--- config.mk ---
export PLATFORM = sky130hd
export DESIGN_NAME = tomasulo_cdb_arb
export DESIGN_NICKNAME = d
export VERILOG_FILES = /design/src/rtl/tomasulo_pkg.sv /design/src/rtl/tomasulo_cdb_fifo.sv /design/src/rtl/tomasulo_cdb_arb.sv
export SDC_FILE = /design/constraint.sdc
export NUM_CORES = 1
export LEC_CHECK = 0
export BUFFER_PORTS_ARGS = -buffer_cell sky130_fd_sc_hd__buf_4
export CORE_MARGIN = 5
export CORE_UTILIZATION = 45
export CTS_CLUSTER_SIZE = 30
export DETAILED_ROUTE_END_ITERATION = 7
export HOLD_SLACK_MARGIN = 0.06
export PLACE_DENSITY = 0.67
export RECOVER_POWER = 100
export SYNTH_ARGS = -nofsm -noshare
export SYNTH_HDL_FRONTEND = slang
export SYNTH_SLANG_ARGS = --single-unit
--- constraint.sdc ---
create_clock -name clk -period 3.52 [get_ports clk]
set_clock_uncertainty 0.2 [all_clocks]
set_input_delay 0.352 -clock clk [delete_from_list [all_inputs] [get_ports clk]]
set_output_delay 0.352 -clock clk [all_outputs]
set_load 0.02 [all_outputs]
--- src/rtl/tomasulo_pkg.sv ---
// Shared CDB types: tag/data widths and the FU-result and broadcast records.
// Latency: n/a (types only).
// Backpressure: n/a (types only).
package tomasulo_pkg;

  localparam int TAG_W  = 7;
  localparam int DATA_W = 32;

  typedef struct packed {
    logic [TAG_W-1:0]  tag;
    logic [DATA_W-1:0] wdata;
  } fu_result_t;

  typedef struct packed {
    logic              vld;
    logic [TAG_W-1:0]  tag;
    logic [DATA_W-1:0] wdata;
  } cdb_t;

endpackage

--- src/rtl/tomasulo_cdb_fifo.sv ---
// Per-FU in-order result buffer feeding the CDB arbiter.
// Latency: a push is visible at head/empty after the capturing edge (no bypass).
// Backpressure: full_r is registered; a push while full_r is dropped and flagged.
// Ports: clk/rst (async active-low); push/push_dat write side; pop removes head;
//        head/empty describe current state; empty_nxt is the post-edge emptiness.
module tomasulo_cdb_fifo
  import tomasulo_pkg::*;
#(
  parameter int FIFO_DEPTH = 2
) (
  input  logic       clk,
  input  logic       rst,
  input  logic       push,
  input  fu_result_t push_dat,
  input  logic       pop,
  output fu_result_t head,
  output logic       empty,
  output logic       empty_nxt,
  output logic       full_r
);

  localparam int PTR_W = (FIFO_DEPTH > 1) ? $clog2(FIFO_DEPTH) : 1;
  localparam int CNT_W = $clog2(FIFO_DEPTH + 1);

  fu_result_t       mem [FIFO_DEPTH];
  logic [PTR_W-1:0] wr_ptr;
  logic [PTR_W-1:0] rd_ptr;
  logic [CNT_W-1:0] cnt;
  logic [CNT_W-1:0] cnt_nxt;
  logic             push_ok;
  logic             pop_ok;

  function automatic logic [PTR_W-1:0] ptr_inc(input logic [PTR_W-1:0] p);
    return (p == PTR_W'(FIFO_DEPTH - 1)) ? '0 : p + 1'b1;
  endfunction

  // Illegal pushes (while full) are simply not accepted.
  assign push_ok   = push & ~full_r;
  assign pop_ok    = pop & ~empty;
  assign cnt_nxt   = cnt + CNT_W'(push_ok) - CNT_W'(pop_ok);
  assign empty     = (cnt == '0);
  assign empty_nxt = (cnt_nxt == '0);
  assign head      = mem[rd_ptr];

  always_ff @(posedge clk or negedge rst) begin
    if (!rst) begin
      wr_ptr <= '0;
      rd_ptr <= '0;
      cnt    <= '0;
      full_r <= 1'b0;
    end else begin
      if (push_ok) wr_ptr <= ptr_inc(wr_ptr);
      if (pop_ok)  rd_ptr <= ptr_inc(rd_ptr);
      cnt    <= cnt_nxt;
      full_r <= (cnt_nxt == CNT_W'(FIFO_DEPTH));
    end
  end

  // Storage needs no reset: occupancy alone decides what is valid.
  always_ff @(posedge clk) begin
    if (push_ok) mem[wr_ptr] <= push_dat;
  end

  always_ff @(posedge clk) begin
    if (rst) begin
      assert (!(push && full_r))
        else $warning("tomasulo_cdb_fifo: push while full dropped");
    end
  end

endmodule

--- src/rtl/tomasulo_cdb_arb.sv ---
// Round-robin arbiter granting one buffered FU result per cycle onto the CDB.
// Latency: FU push captured at edge t+1, broadcast registered at edge t+2.
// Backpressure: per-FU registered fu_full_r; pushes while full are dropped.
// Ports: clk/rst (async active-low); fu_vld_r/fu_r per-FU result pushes;
//        fu_full_r per-FU buffer full; cdb_r registered broadcast; idle_r quiet.
module tomasulo_cdb_arb
  import tomasulo_pkg::*;
#(
  parameter int N_FU       = 4,
  parameter int FIFO_DEPTH = 2
) (
  input  logic            clk,
  input  logic            rst,
  input  logic [N_FU-1:0] fu_vld_r,
  input  fu_result_t      fu_r [N_FU],
  output logic [N_FU-1:0] fu_full_r,
  output cdb_t            cdb_r,
  output logic            idle_r
);

  localparam int PTR_W = (N_FU > 1) ? $clog2(N_FU) : 1;

  logic [N_FU-1:0]  empty;
  logic [N_FU-1:0]  empty_nxt;
  logic [N_FU-1:0]  pop;
  fu_result_t       head [N_FU];
  logic [PTR_W-1:0] rr_ptr;
  logic [PTR_W-1:0] winner;
  logic             gnt_vld;

  function automatic logic [PTR_W-1:0] wrap_add(input logic [PTR_W-1:0] p, input int k);
    int s;
    s = int'(p) + k;
    if (s >= N_FU) s = s - N_FU;
    return PTR_W'(s);
  endfunction

  for (genvar i = 0; i < N_FU; i++) begin : g_fifo
    tomasulo_cdb_fifo #(
      .FIFO_DEPTH(FIFO_DEPTH)
    ) u_fifo (
      .clk      (clk),
      .rst      (rst),
      .push     (fu_vld_r[i]),
      .push_dat (fu_r[i]),
      .pop      (pop[i]),
      .head     (head[i]),
      .empty    (empty[i]),
      .empty_nxt(empty_nxt[i]),
      .full_r   (fu_full_r[i])
    );
    assign pop[i] = gnt_vld && (winner == PTR_W'(i));
  end

  // Requests come from registered occupancy only, so a push never wins in
  // its own cycle. Search starts at rr_ptr and wraps.
  always_comb begin
    gnt_vld = 1'b0;
    winner  = '0;
    for (int k = 0; k < N_FU; k++) begin
      if (!gnt_vld && !empty[wrap_add(rr_ptr, k)]) begin
        gnt_vld = 1'b1;
        winner  = wrap_add(rr_ptr, k);
      end
    end
  end

  always_ff @(posedge clk or negedge rst) begin
    if (!rst) begin
      rr_ptr <= '0;
      cdb_r  <= '0;
      idle_r <= 1'b1;
    end else begin
      cdb_r.vld <= gnt_vld;
      if (gnt_vld) begin
        rr_ptr      <= wrap_add(winner, 1);
        cdb_r.tag   <= head[winner].tag;
        cdb_r.wdata <= head[winner].wdata;
      end
      idle_r <= (&empty_nxt) && !gnt_vld;
    end
  end

endmodule

==> flow_metrics.tcl <==
set metrics [dict create \
    run_status "finished with violations" \
    failed_checks "capacitance limit, slew limit" \
    power.switching_fraction_pct 35.6 \
    postRouteWirelength_um 36200 \
    finalCritPeriodShare_pct 88.8 \
    num-nets-final 1377 \
    hold_violations 0 \
    internal-power_mw 11.3 \
    syn-instance-count 834 \
    finalSetupTns_ps 0 \
    cts.repair_timing.setup_buffer_count 0 \
    starting_density_of_the_core_pct 45.6 \
    overflow 0 \
    clock_slew_at_reported_path_ffs_ps 60 \
    maxSlewViolCount 173 \
    final_count_of_negative_setup_slack_endpoints 0 \
    latest_clock_arrival_within_the_worst_skew_pair_ps 520 \
    ctsHtreeMaxLevel 2 \
    power.share.combinational_pct 38.6 \
    setup.worst_path.end_class "flip-flop" \
    net-switching-power_mw 6.24 \
    global_route_wire_length_before_repair_um 54200 \
    fp.dieArea_mm2 0.0367 \
    post_synth_num_cell_types 40 \
    path_max_fanout 14 \
    tritoncts "yes" \
    fp.dieW_um 192 \
    vdd.ir_drop.worst_mv 0.626 \
    cpMaxStageDelayCell "sky130_fd_sc_hd__dfrtp_1" \
    gpl.final_weighted_congestion 0.873 \
    synthTopCellsByArea "sky130_fd_sc_hd__edfxtp_1 (63%), sky130_fd_sc_hd__dfrtp_1 (10%), sky130_fd_sc_hd__mux2i_1 (10%)" \
    yosys_synthesis_warning_count 0 \
    crit_path_cell_trace "o21ai_0, a2111oi_0, a211o_1, buf_4, nor2_1, ha_1, inv_1, ha_1, nor4_1, nand3_1, nor4_1" \
    antenna_cells_inserted 0 \
    synth_area_per_cell_um2 17.8 \
    pwr_density_cell_mw_per_mm2 912 \
    clock_sinks 375 \
    crit_buf_inv 2 \
    fin_crit_ps 3120 \
    vias 8799 \
    synthesis.nets 1004 \
    slew-limit-headroom_pct -31.0 \
    share_seq_of_total_power_pct 38.9 \
    cpLargestDelayFamily "compound AO/OA/AOI/OAI gates" \
    synth-seq-area-share_pct 73.8 \
    numCtsBuffers 40 \
    critical_path_class "flip-flop to flip-flop" \
    route.detailed.vias_per_inst 5.24 \
    rows 66 \
    worst-slew-pin-transition_ps 1970 \
    power_leakage_nw 7.23 \
    global_route.usage.total_pct 19.5 \
    data_arrival_time_of_the_critical_path_ps 3350 \
    ant_nets 0 \
    antenna_found_initial 0 \
    remaining_drc_errors 0 \
    place.port_buffers 206 \
    worst_hold_path_type "input port to flip-flop" \
    fillCellCount 2598 \
    ioPinCount 207 \
    max-cap-violations 4 \
    max_clock_freq_ghz 0.320 \
    layout.core_utilization_pct 59.0 \
    start_kind "flip-flop" \
    grt_pass1_vias 9494 \
    syn_to_final_growth_pct 29.4 \
    pwr-share-clk_pct 22.5 \
    grt_max_degree 64 \
    firstDrtPassIters 5 \
    ys_seq_elements 375 \
    post-layout-total-power_mw 17.5 \
    rsz_0062_raised_after_global_routing "false" \
    core_region_area_mm2 0.0325 \
    synthDominantAreaCellType "sky130_fd_sc_hd__edfxtp_1" \
    drt-wirelength-per-cell_um 21.6 \
    synth_top_area_share_pct 63.2 \
    clockRootBuffer "sky130_fd_sc_hd__clkbuf_16" \
    clock_tree.buffer_depth 3 \
    cpPeakStageDelay_ps 500 \
    worst_ep_required_time_ps 3740 \
    syn_area_mm2 0.0148 \
    floorplan_die_height_um 192 \
    drive_gt1_share_pct 17.9 \
    drt-initial-drc-count 440 \
    place_hpwl_um 23700 \
]
==> logic make-up (layout without fill, tap and decap cells) <==
group	Yosys count	count (layout)	share of synthesized area, %
muxes	197	197	13.9
buffers and inverters	73	475	2.31
DFF	375	375	73.8
adders and majority gates	8	8	0.675
and+or+nand+nor	42	42	1.54
xor gates and xnor gates	16	16	0.945
AOI/OAI and AO/OA	123	123	6.77
==> worst register-to-register path: stages (launching register included) <==
cell	delay [ps]
sky130_fd_sc_hd__dfrtp_1	500
sky130_fd_sc_hd__o21ai_0	130
sky130_fd_sc_hd__a2111oi_0	440
sky130_fd_sc_hd__a211o_1	250
sky130_fd_sc_hd__buf_4	240
sky130_fd_sc_hd__nor2_1	100
sky130_fd_sc_hd__ha_1	280
sky130_fd_sc_hd__inv_1	40
sky130_fd_sc_hd__ha_1	310
sky130_fd_sc_hd__nor4_1	200
sky130_fd_sc_hd__nand3_1	110
sky130_fd_sc_hd__nor4_1	220
==> cells in the mapped netlist (all sizes together) <==
cell type and n:
xor2 5, edfxtp 312, inv 15, a2bb2oi 1, o21ai 2, and4 1
a221o 31, a31oi 37, o21bai 1, a211oi 31, or4 1, nor2b 3
nor2 11, xnor2 11, mux2i 150, nand3 2, and2 6, and3b 1
o221ai 3, o211ai 6, mux2 47, and3 1, ha 8, dfstp 1
a21oi 2, clkbuf 30, dfrtp 62, buf 28, a2111oi 1, nor4 2
a211o 8, nand2 9, nand2b 5
==> sequential cells by signal, indices dropped and copies added (netlist names) <==
signal                count
cdb_r                    40
g_fifo.u_fifo.cnt         8
g_fifo.u_fifo.full_r      4
g_fifo.u_fifo.mem       312
g_fifo.u_fifo.rd_ptr      4
g_fifo.u_fifo.wr_ptr      4
idle_r                    1
rr_ptr                    2
==> cells in the final DEF (no fill, tap or decap), drive strengths merged, types with 5 or more instances in the layout <==
| cell | count |
|---|---|
| nand2 | 9 |
| a221o | 31 |
| xor2 | 5 |
| a211oi | 31 |
| dlygate4sd3 | 160 |
| nand2b | 5 |
| xnor2 | 11 |
| clkinv | 16 |
| ha | 8 |
| clkbuf | 266 |
| nor2 | 11 |
| a211o | 8 |
| and2 | 6 |
| mux2i | 150 |
| inv | 15 |
| o211ai | 6 |
| dfrtp | 62 |
| edfxtp | 312 |
| mux2 | 47 |
| buf | 17 |
| a31oi | 37 |
==> per-stage QoR <==
| stage | cell area (µm²) | hold slack, ps | worst slack, ps | cells |
|---|---|---|---|---|
| CTS | 19800 | 63.2 | 427 | 1678 |
| global route | 19200 | 23.2 | 90.5 | 1678 |
| floorplan | 14800 | -144 | 573 | 834 |
| detailed placement | 16900 | 268 | 457 | 1447 |
| global placement | 16900 | 273 | 606 | 1447 |
| finish | 19200 | 30.3 | 395 | 1678 |
==> metal layers <==
layer | vias up | GRT usage (%) | part of all wire [%]
li1 | 4056 | - | -
met4 | 0 | 5.77 | 2.7
met1 | 4405 | 24.5 | 40
met2 | 278 | 34.2 | 51
met5 | - | 0 | 0
met3 | 60 | 4.05 | 6.0
==> final cells by class <==
cell class | count | area [µm²] | area share (%)
tap | 442 | 553 | 2.88
inverter | 15 | 56.3 | 0.293
sequential | 375 | 11000 | 57.1
multi-input combinational | 386 | 3530 | 18.4
timing repair buffer | 389 | 2860 | 14.9
clock buffer | 54 | 1130 | 5.91
clock inverter | 17 | 100 | 0.522
==> final timing paths <==
kind,cells after the start,startpoint,slack (ps),to
max in group asynchronous,2,rst,1390,g_fifo[1].u_fifo.rd_ptr$_DFFE_PN0P_
worst min-delay path,3,fu_vld_r[0],30,g_fifo[0].u_fifo.wr_ptr$_DFFE_PN0P_
worst max-delay path,11,rr_ptr[1]$_DFFE_PN0N_,400,idle_r$_DFF_PN1_
worst max register to register,11,rr_ptr[1]$_DFFE_PN0N_,400,idle_r$_DFF_PN1_
min in group asynchronous,2,rst,600,cdb_r[6]$_DFFE_PN0N_
worst min register to register,1,g_fifo[2].u_fifo.rd_ptr$_DFFE_PN0P_,270,g_fifo[2].u_fifo.rd_ptr$_DFFE_PN0P_
==> repair_timing <==
item,4_1_cts,5_1_grt
gates resized for setup,0,0
hold buffers,160,0
setup endpoints to repair,0,0
hold endpoints to repair,377,0
==> power groups by stage <==
stage / Combinational (mW) / Clock [mW] / Sequential, mW
finish: 6.76 / 3.94 / 6.80
CTS: 7.27 / 4.03 / 6.81
floorplan: 4.80 / 0 / 6.84
global placement: 7.00 / 0 / 6.86
detailed placement: 7.13 / 0 / 6.88
global route: 7.31 / 4.19 / 6.91
No activity file was read; power rests on OpenSTA's default activity.
